`src/rtl/uart_rx_pkg.sv`:
```
// Shared constants and types for the parametrised UART receiver.
package uart_rx_pkg;

  localparam int PAR_NONE = 0;
  localparam int PAR_ODD  = 1;
  localparam int PAR_EVEN = 2;

  // Each FIFO entry is {frame_err, parity_err, data}.
  localparam int ERR_W          = 2;
  localparam int FRAME_ERR_BIT  = 1;
  localparam int PARITY_ERR_BIT = 0;

  typedef enum logic [2:0] {
    RX_IDLE,
    RX_START,
    RX_DATA,
    RX_PARITY,
    RX_STOP
  } rx_state_t;

  typedef enum logic {
    C_IDLE,
    C_WAIT
  } call_state_t;

  function automatic int entry_w(input int data_bits);
    return data_bits + ERR_W;
  endfunction

endpackage

```
`src/rtl/uart_rx_param_if.sv`:
```
// Accelerator call interface: start/finish handshake with returned frame and status.
interface uart_rx_param_if
  import uart_rx_pkg::*;
#(
  parameter int DATA_BITS = 8
);
  logic                 start;
  logic                 finish;
  logic [DATA_BITS-1:0] return_val;
  logic [ERR_W-1:0]     rx_err;
  logic                 overrun;
  logic                 clear_overrun;

  modport master (
    output start, clear_overrun,
    input  finish, return_val, rx_err, overrun
  );

  modport slave (
    input  start, clear_overrun,
    output finish, return_val, rx_err, overrun
  );
endinterface

```
`src/rtl/uart_rx_fifo.sv`:
```
// Small frame buffer with registered read data; full and pop in one cycle both succeed.
module uart_rx_fifo #(
  parameter int WIDTH = 10,
  parameter int DEPTH = 4
) (
  input  logic             clk,
  input  logic             reset,
  input  logic             push,
  input  logic [WIDTH-1:0] wr_data,
  input  logic             pop,
  output logic [WIDTH-1:0] rd_data,
  output logic             full,
  output logic             empty
);
  localparam int AW = $clog2(DEPTH);

  logic [WIDTH-1:0] mem [DEPTH];
  logic [AW:0]      wr_ptr;
  logic [AW:0]      rd_ptr;
  logic             do_push;
  logic             do_pop;

  assign empty   = (wr_ptr == rd_ptr);
  assign full    = (wr_ptr[AW] != rd_ptr[AW]) && (wr_ptr[AW-1:0] == rd_ptr[AW-1:0]);
  assign do_pop  = pop && !empty;
  assign do_push = push && (!full || do_pop);

  always_ff @(posedge clk) begin
    if (do_push) mem[wr_ptr[AW-1:0]] <= wr_data;
  end

  always_ff @(posedge clk or posedge reset) begin
    if (reset) begin
      wr_ptr  <= '0;
      rd_ptr  <= '0;
      rd_data <= '0;
    end else begin
      if (do_push) wr_ptr <= wr_ptr + (AW+1)'(1);
      if (do_pop) begin
        rd_ptr  <= rd_ptr + (AW+1)'(1);
        rd_data <= mem[rd_ptr[AW-1:0]];
      end
    end
  end
endmodule

```
`src/rtl/uart_rx_param.sv`:
```
// UART receiver with frame FIFO, served one frame per start/finish accelerator call.
module uart_rx_param
  import uart_rx_pkg::*;
#(
  parameter int CLKS_PER_BIT = 564,
  parameter int DATA_BITS    = 8,
  parameter int PARITY       = PAR_NONE,
  parameter int STOP_BITS    = 1,
  parameter int FIFO_DEPTH   = 4
) (
  input  logic           clk,
  input  logic           reset,
  uart_rx_param_if.slave bus,
  input  logic           UART_RXD
);
  localparam int CNT_W   = $clog2(CLKS_PER_BIT);
  localparam int IDX_W   = $clog2(DATA_BITS);
  localparam int HALF    = CLKS_PER_BIT / 2;
  localparam int ENTRY_W = entry_w(DATA_BITS);
  localparam logic [CNT_W-1:0] CNT_MID    = CNT_W'(HALF - 1);
  localparam logic [CNT_W-1:0] CNT_FULL   = CNT_W'(CLKS_PER_BIT - 1);
  localparam logic [IDX_W-1:0] IDX_LAST   = IDX_W'(DATA_BITS - 1);
  localparam logic             PAR_EXPECT = (PARITY == PAR_ODD);

  logic                 rxd_p0, rxd_p1, rxd_prev;
  rx_state_t            rx_state;
  logic [CNT_W-1:0]     cnt;
  logic [IDX_W-1:0]     bit_idx;
  logic                 stop_idx;
  logic                 frame_err, parity_err;
  logic [DATA_BITS-1:0] shreg;
  logic                 bit_tick;
  call_state_t          call_state;
  logic                 finish_r, overrun_r;
  logic                 push, pop, fifo_full, fifo_empty;
  logic [ENTRY_W-1:0]   push_data, rd_data;

  // Stage p0/p1: two-flop synchronizer; rxd_prev feeds falling-edge detection.
  always_ff @(posedge clk or posedge reset) begin
    if (reset) begin
      rxd_p0   <= 1'b1;
      rxd_p1   <= 1'b1;
      rxd_prev <= 1'b1;
    end else begin
      rxd_p0   <= UART_RXD;
      rxd_p1   <= rxd_p0;
      rxd_prev <= rxd_p1;
    end
  end

  assign bit_tick  = (cnt == CNT_FULL);
  assign push      = (rx_state == RX_STOP) && bit_tick && (stop_idx == 1'(STOP_BITS - 1));
  // The last stop sample is folded in here because it lands in the same cycle as the push.
  assign push_data = {frame_err | ~rxd_p1, parity_err, shreg};

  always_ff @(posedge clk or posedge reset) begin
    if (reset) begin
      rx_state   <= RX_IDLE;
      cnt        <= '0;
      bit_idx    <= '0;
      stop_idx   <= 1'b0;
      frame_err  <= 1'b0;
      parity_err <= 1'b0;
    end else begin
      case (rx_state)
        RX_IDLE: if (rxd_prev && !rxd_p1) begin
          cnt        <= '0;
          frame_err  <= 1'b0;
          parity_err <= 1'b0;
          rx_state   <= RX_START;
        end
        RX_START: if (cnt == CNT_MID) begin
          if (!rxd_p1) begin
            cnt      <= '0;
            bit_idx  <= '0;
            stop_idx <= 1'b0;
            rx_state <= RX_DATA;
          end else begin
            rx_state <= RX_IDLE;
          end
        end else begin
          cnt <= cnt + CNT_W'(1);
        end
        RX_DATA: if (bit_tick) begin
          cnt <= '0;
          if (bit_idx == IDX_LAST) rx_state <= (PARITY != PAR_NONE) ? RX_PARITY : RX_STOP;
          else bit_idx <= bit_idx + IDX_W'(1);
        end else begin
          cnt <= cnt + CNT_W'(1);
        end
        RX_PARITY: if (bit_tick) begin
          cnt        <= '0;
          parity_err <= ((^shreg) ^ rxd_p1) != PAR_EXPECT;
          rx_state   <= RX_STOP;
        end else begin
          cnt <= cnt + CNT_W'(1);
        end
        RX_STOP: if (bit_tick) begin
          cnt <= '0;
          if (!rxd_p1) frame_err <= 1'b1;
          if (push) rx_state <= RX_IDLE;
          else stop_idx <= stop_idx + 1'b1;
        end else begin
          cnt <= cnt + CNT_W'(1);
        end
        default: rx_state <= RX_IDLE;
      endcase
    end
  end

  // LSB arrives first, so each sample enters at the MSB and shifts down.
  always_ff @(posedge clk) begin
    if (rx_state == RX_DATA && bit_tick) shreg <= {rxd_p1, shreg[DATA_BITS-1:1]};
  end

  uart_rx_fifo #(
    .WIDTH (ENTRY_W),
    .DEPTH (FIFO_DEPTH)
  ) u_fifo (
    .clk     (clk),
    .reset   (reset),
    .push    (push),
    .wr_data (push_data),
    .pop     (pop),
    .rd_data (rd_data),
    .full    (fifo_full),
    .empty   (fifo_empty)
  );

  assign pop = !finish_r && !fifo_empty && ((call_state == C_WAIT) || bus.start);

  always_ff @(posedge clk or posedge reset) begin
    if (reset) begin
      call_state <= C_IDLE;
      finish_r   <= 1'b0;
      overrun_r  <= 1'b0;
    end else begin
      finish_r <= pop;
      if (pop) call_state <= C_IDLE;
      else if (call_state == C_IDLE && bus.start && !finish_r) call_state <= C_WAIT;
      if (push && fifo_full && !pop) overrun_r <= 1'b1;
      else if (bus.clear_overrun) overrun_r <= 1'b0;
    end
  end

  // The FIFO read register holds the last popped frame until the next pop.
  assign bus.finish     = finish_r;
  assign bus.return_val = rd_data[DATA_BITS-1:0];
  assign bus.rx_err     = rd_data[ENTRY_W-1 -: ERR_W];
  assign bus.overrun    = overrun_r;
endmodule

```
`src/flat_wrapper.sv`:
```
// flat-port wrapper written by rule: the top's interface ports become plain ports
module uart_rx_param_flat import uart_rx_pkg::*;
#(
  parameter int CLKS_PER_BIT = 564,
  parameter int DATA_BITS    = 8,
  parameter int PARITY       = PAR_NONE,
  parameter int STOP_BITS    = 1,
  parameter int FIFO_DEPTH   = 4
)
  (clk, reset, UART_RXD, bus_start, bus_clear_overrun, bus_finish, bus_return_val, bus_rx_err, bus_overrun);
  uart_rx_param_if #(.DATA_BITS(DATA_BITS)) bus_i ();
  input  logic clk;
  input  logic reset;
  input  logic UART_RXD;
  input wire logic [$bits(bus_i.start)-1:0] bus_start;
  input wire logic [$bits(bus_i.clear_overrun)-1:0] bus_clear_overrun;
  output wire logic [$bits(bus_i.finish)-1:0] bus_finish;
  output wire logic [$bits(bus_i.return_val)-1:0] bus_return_val;
  output wire logic [$bits(bus_i.rx_err)-1:0] bus_rx_err;
  output wire logic [$bits(bus_i.overrun)-1:0] bus_overrun;
  assign bus_i.start = bus_start;
  assign bus_i.clear_overrun = bus_clear_overrun;
  assign bus_finish = bus_i.finish;
  assign bus_return_val = bus_i.return_val;
  assign bus_rx_err = bus_i.rx_err;
  assign bus_overrun = bus_i.overrun;
  uart_rx_param #(.CLKS_PER_BIT(CLKS_PER_BIT), .DATA_BITS(DATA_BITS), .PARITY(PARITY), .STOP_BITS(STOP_BITS), .FIFO_DEPTH(FIFO_DEPTH)) u_core (.clk(clk), .reset(reset), .bus(bus_i), .UART_RXD(UART_RXD));
endmodule
```
`config.mk`:
```
export PLATFORM = sky130hd
export DESIGN_NAME = uart_rx_param_flat
export DESIGN_NICKNAME = d
export VERILOG_FILES = /design/src/rtl/uart_rx_pkg.sv /design/src/rtl/uart_rx_param_if.sv /design/src/rtl/uart_rx_fifo.sv /design/src/rtl/uart_rx_param.sv /design/src/flat_wrapper.sv
export SDC_FILE = /design/constraint.sdc
export NUM_CORES = 1
export LEC_CHECK = 0
export BUFFER_PORTS_ARGS = -buffer_cell sky130_fd_sc_hd__buf_2
export CAP_MARGIN = 20
export CORE_MARGIN = 5
export CORE_UTILIZATION = 50
export DETAILED_ROUTE_END_ITERATION = 10
export PLACE_DENSITY = 0.67
export SKIP_LAST_GASP = 1
export SLEW_MARGIN = 20
export SYNTH_ARGS = -nofsm -noshare
export SYNTH_HDL_FRONTEND = slang
export SYNTH_SLANG_ARGS = --single-unit
```
`constraint.sdc`:
```
create_clock -name clk -period 3.2 [get_ports clk]
set_clock_uncertainty 0.15 [all_clocks]
set_input_delay 0.16 -clock clk [delete_from_list [all_inputs] [get_ports clk]]
set_output_delay 0.16 -clock clk [all_outputs]
set_load 0.01 [all_outputs]
```
==> run_results.csv <==
group,metric,value,unit
outcome,status,"finished clean",
floorplanning,die_x,97.3,µm
logic_synthesis,synth_cell_type_count,50,
cts,cts_buffers,9,
global_routing,grt_pass1_wl,10.8,mm
finish,final_common_cell,"edfxtp_1",
route,drc,0,
cts,clk_latency,0.35,ns
setup_path,crit_path_max_fanout,10,
sta,whs,0.153,ns
setup_path,crit_path_cell_trace,"or4b_4 > nor4_4 > nor3b_4 > and2_1",
cts,cts_tree,"built",
setup_path,critPathCaptureType,"flip-flop",
sta,rsz0062_at_grt,"false",
power,p_leak,1.63,nW
sta,finalWorstSetupSlack,0.467,ns
finish,multi_input_comb_area,1270,µm²
sta,max-slew-margin-rel,50.6,%
setup_path,startpoint_type,"flip-flop",
finish,drive_above_1_share,23.6,%
global_routing,grt_max_degree,30,
route,dr.pass1.iters,4,
setup_path,worstPathArrival,2.58,ns
logic_synthesis,syn_nets,273,
sta,finalHoldViolCount,0,
global_routing,antenna_found_initial,0,
floorplanning,start_util,52.0,%
logic_synthesis,ys_ff_latch,89,
cts,clock-sinks,89,
sta,slew_viol_final,0,
logic_synthesis,synthArstFlopShare,46.1,%
floorplanning,io_pins,17,
setup_path,slowest_delay,0.60,ns
finish,diodes,0,
finish,syn_to_final_growth,11.8,%
global_routing,grt_pass1_vias,2157,
logic_synthesis,syn_area,3810,µm²
sta,tns,0,ns
min_path,hold_path.class,"in -> async",
logic_synthesis,yosysTopAreaCellShare,37.8,%
route,wirelength,6.27,mm
logic_synthesis,yosysWarnings,0,
cts,clk_pin_slew,0.09,ns
setup_path,cp_top_family,"simple AND/OR/NAND/NOR gates",
cts,cts_setup_buffers,0,
placement,port_buffers,16,
route,vias_per_cell,5.42,
finish,fin_util,58.1,%
floorplanning,die_y,97.3,µm
global_routing,grt-ovfl-total,0,
logic_synthesis,synth_edf_count,48,
placement,finalWeightedCongestion,0.818,
cts,clockBufferDepth,2,
cts,cts.htree.levels,3,
sta,tightestPinTransition,0.741,ns
setup_path,required,3.05,ns
finish,finish.instance_area,4260,µm²
route,dr_total_vias,2121,
route,drtAntennaViolNets,0,
placement,placed_cell_area,4020,µm²
setup_path,critPathBufInv,0,
global_routing,met2_usage,22.6,%
finish,layout_common_cells,"edfxtp_1, dfrtp_1, nand2_1, buf_2, mux2_2",
setup_path,critical_path_class,"reg -> reg",
logic_synthesis,synthFlopType,"edfxtp_1",
global_routing,grt_use_met3,2.66,%
floorplanning,num_rows,31,
route,routedWlPerCell,16.0,µm
finish,nFillCells,576,
sta,setup_viol,0,
global_routing,use_met1,19.7,%
logic_synthesis,synth.area.top_cells,"edfxtp_1, dfrtp_1, mux4_2",
logic_synthesis,yosysSeqAreaShare,64.9,%
finish,nets,301,
floorplanning,core,7330,µm²
sta,fmax,0.366,GHz
floorplanning,dieArea,9470,µm²
placement,pre_cts_ws,0.464,ns
placement,place_hpwl,4.37,mm
setup_path,cp_slowest_cell,"or4b_4",
power,powerDensity,712,nW/µm²
logic_synthesis,syn_area_per_cell,14.7,µm²
sta,period_share,85.4,%
sta,post-route-min-period,2.73,ns
finish,ff_latch_area,2470,µm²
route,drtIter0Drc,61,
global_routing,grt_busiest_layer,"met2",
logic_synthesis,synth_cells,259,
power,vdd_drop_max,266,µV
cts,clockRootBuffer,"clkbuf_8",
global_routing,grt_util_all_layers,14.3,%
run,cap_violations,0,
logic_synthesis,synth_top_cell_by_area,"edfxtp_1",
[cells in the mapped netlist, types with 2 or more instances]
library cell,instances
o22ai_1,2
dfrtp_1,38
clkbuf_1,5
nor3b_1,3
xnor2_1,10
o31ai_1,2
a21oi_1,6
mux2_2,13
nand3_1,5
and3_1,3
nand2_1,16
o211ai_1,2
nand2b_1,6
and2_1,4
xor2_1,5
ha_1,9
inv_1,10
nand4_1,2
nor4_1,2
edfxtp_1,48
nor2b_1,2
a41oi_1,2
o21ai_0,7
a31oi_1,5
nor3_1,4
dfstp_2,3
nor2_1,11
a22o_1,3
mux4_2,10
[registers in the layout, summed over array words and instances (netlist names), 3 cells and up]
signal	cells
u_core.bit_idx	3
u_core.shreg	8
u_core.u_fifo.rd_ptr	3
u_core.u_fifo.rd_data	10
u_core.u_fifo.wr_ptr	3
u_core.u_fifo.mem	40
u_core.rx_state	3
u_core.cnt	10
[kinds of logic (layout without fill, tap and decap cells)]
logic type / count (synthesis) / in the layout / share of synthesized area, %
multiplexers: 23 / 23 / 9.75
XOR/XNOR: 15 / 15 / 3.45
adder cells (fa/ha/maj): 9 / 9 / 2.96
flip-flops: 89 / 89 / 64.9
AO/OA/AOI/OAI: 38 / 38 / 6.80
buffers and inverters: 17 / 50 / 1.71
AND/OR/NAND/NOR: 68 / 68 / 10.5
[final timing paths]
kind | cells after the start | from | endpoint | slack, ns
min in group clk | 0 | u_core.rxd_p0 | u_core.rxd_p1 | 0.21
max in group asynchronous | 4 | reset | u_core.rxd_p1 | 1.99
max reg2reg | 4 | u_core.cnt[2] | u_core.u_fifo.mem[1][7] | 0.47
min reg2reg | 0 | u_core.rxd_p0 | u_core.rxd_p1 | 0.21
max | 4 | u_core.cnt[2] | u_core.u_fifo.mem[1][7] | 0.47
min | 3 | reset | u_core.u_fifo.rd_data[6] | 0.15
[what timing repair did]
action                                 CTS  global route
gates resized for setup                  0             0
endpoints found under the hold margin   15             0
hold buffers                             4             0
[layout make-up]
type,count,share of cell area (%)
clock buffers,9,2.91
clock inverters,7,1.85
inverters,10,0.881
multi-input cells,153,29.9
flip-flops and latches,89,58.0
well taps,99,2.91
repair buffers,24,3.53
[power breakdown]
group | switching [W] | internal (W)
clock network | 0.000406 | 0.000369
registers | 0.000137 | 0.00133
logic | 0.000387 | 0.000406
total | 0.000930 | 0.00210
[worst reg2reg max path, cell delays in order, from the launching register on]
cell	delay, ns
dfrtp_1	0.46
or4b_4	0.60
nor4_4	0.35
nor3b_4	0.34
and2_1	0.48
[routing by layer]
metal	vias up	part of all wire [%]	wire (µm)
met4	0	1.2	74
met1	1040	48	3020
li1	1028	-	-
met3	9	3.4	215
met5	-	0	0
met2	44	47	2960
[per-stage QoR]
stage                     total power, W  std cells
after floorplan                  0.00206        259
after global placement           0.00227        371
after detailed placement         0.00229        371
after CTS                        0.00307        391
after global routing             0.00321        391
final                            0.00303        391
Power figures use the tool's default switching activity.
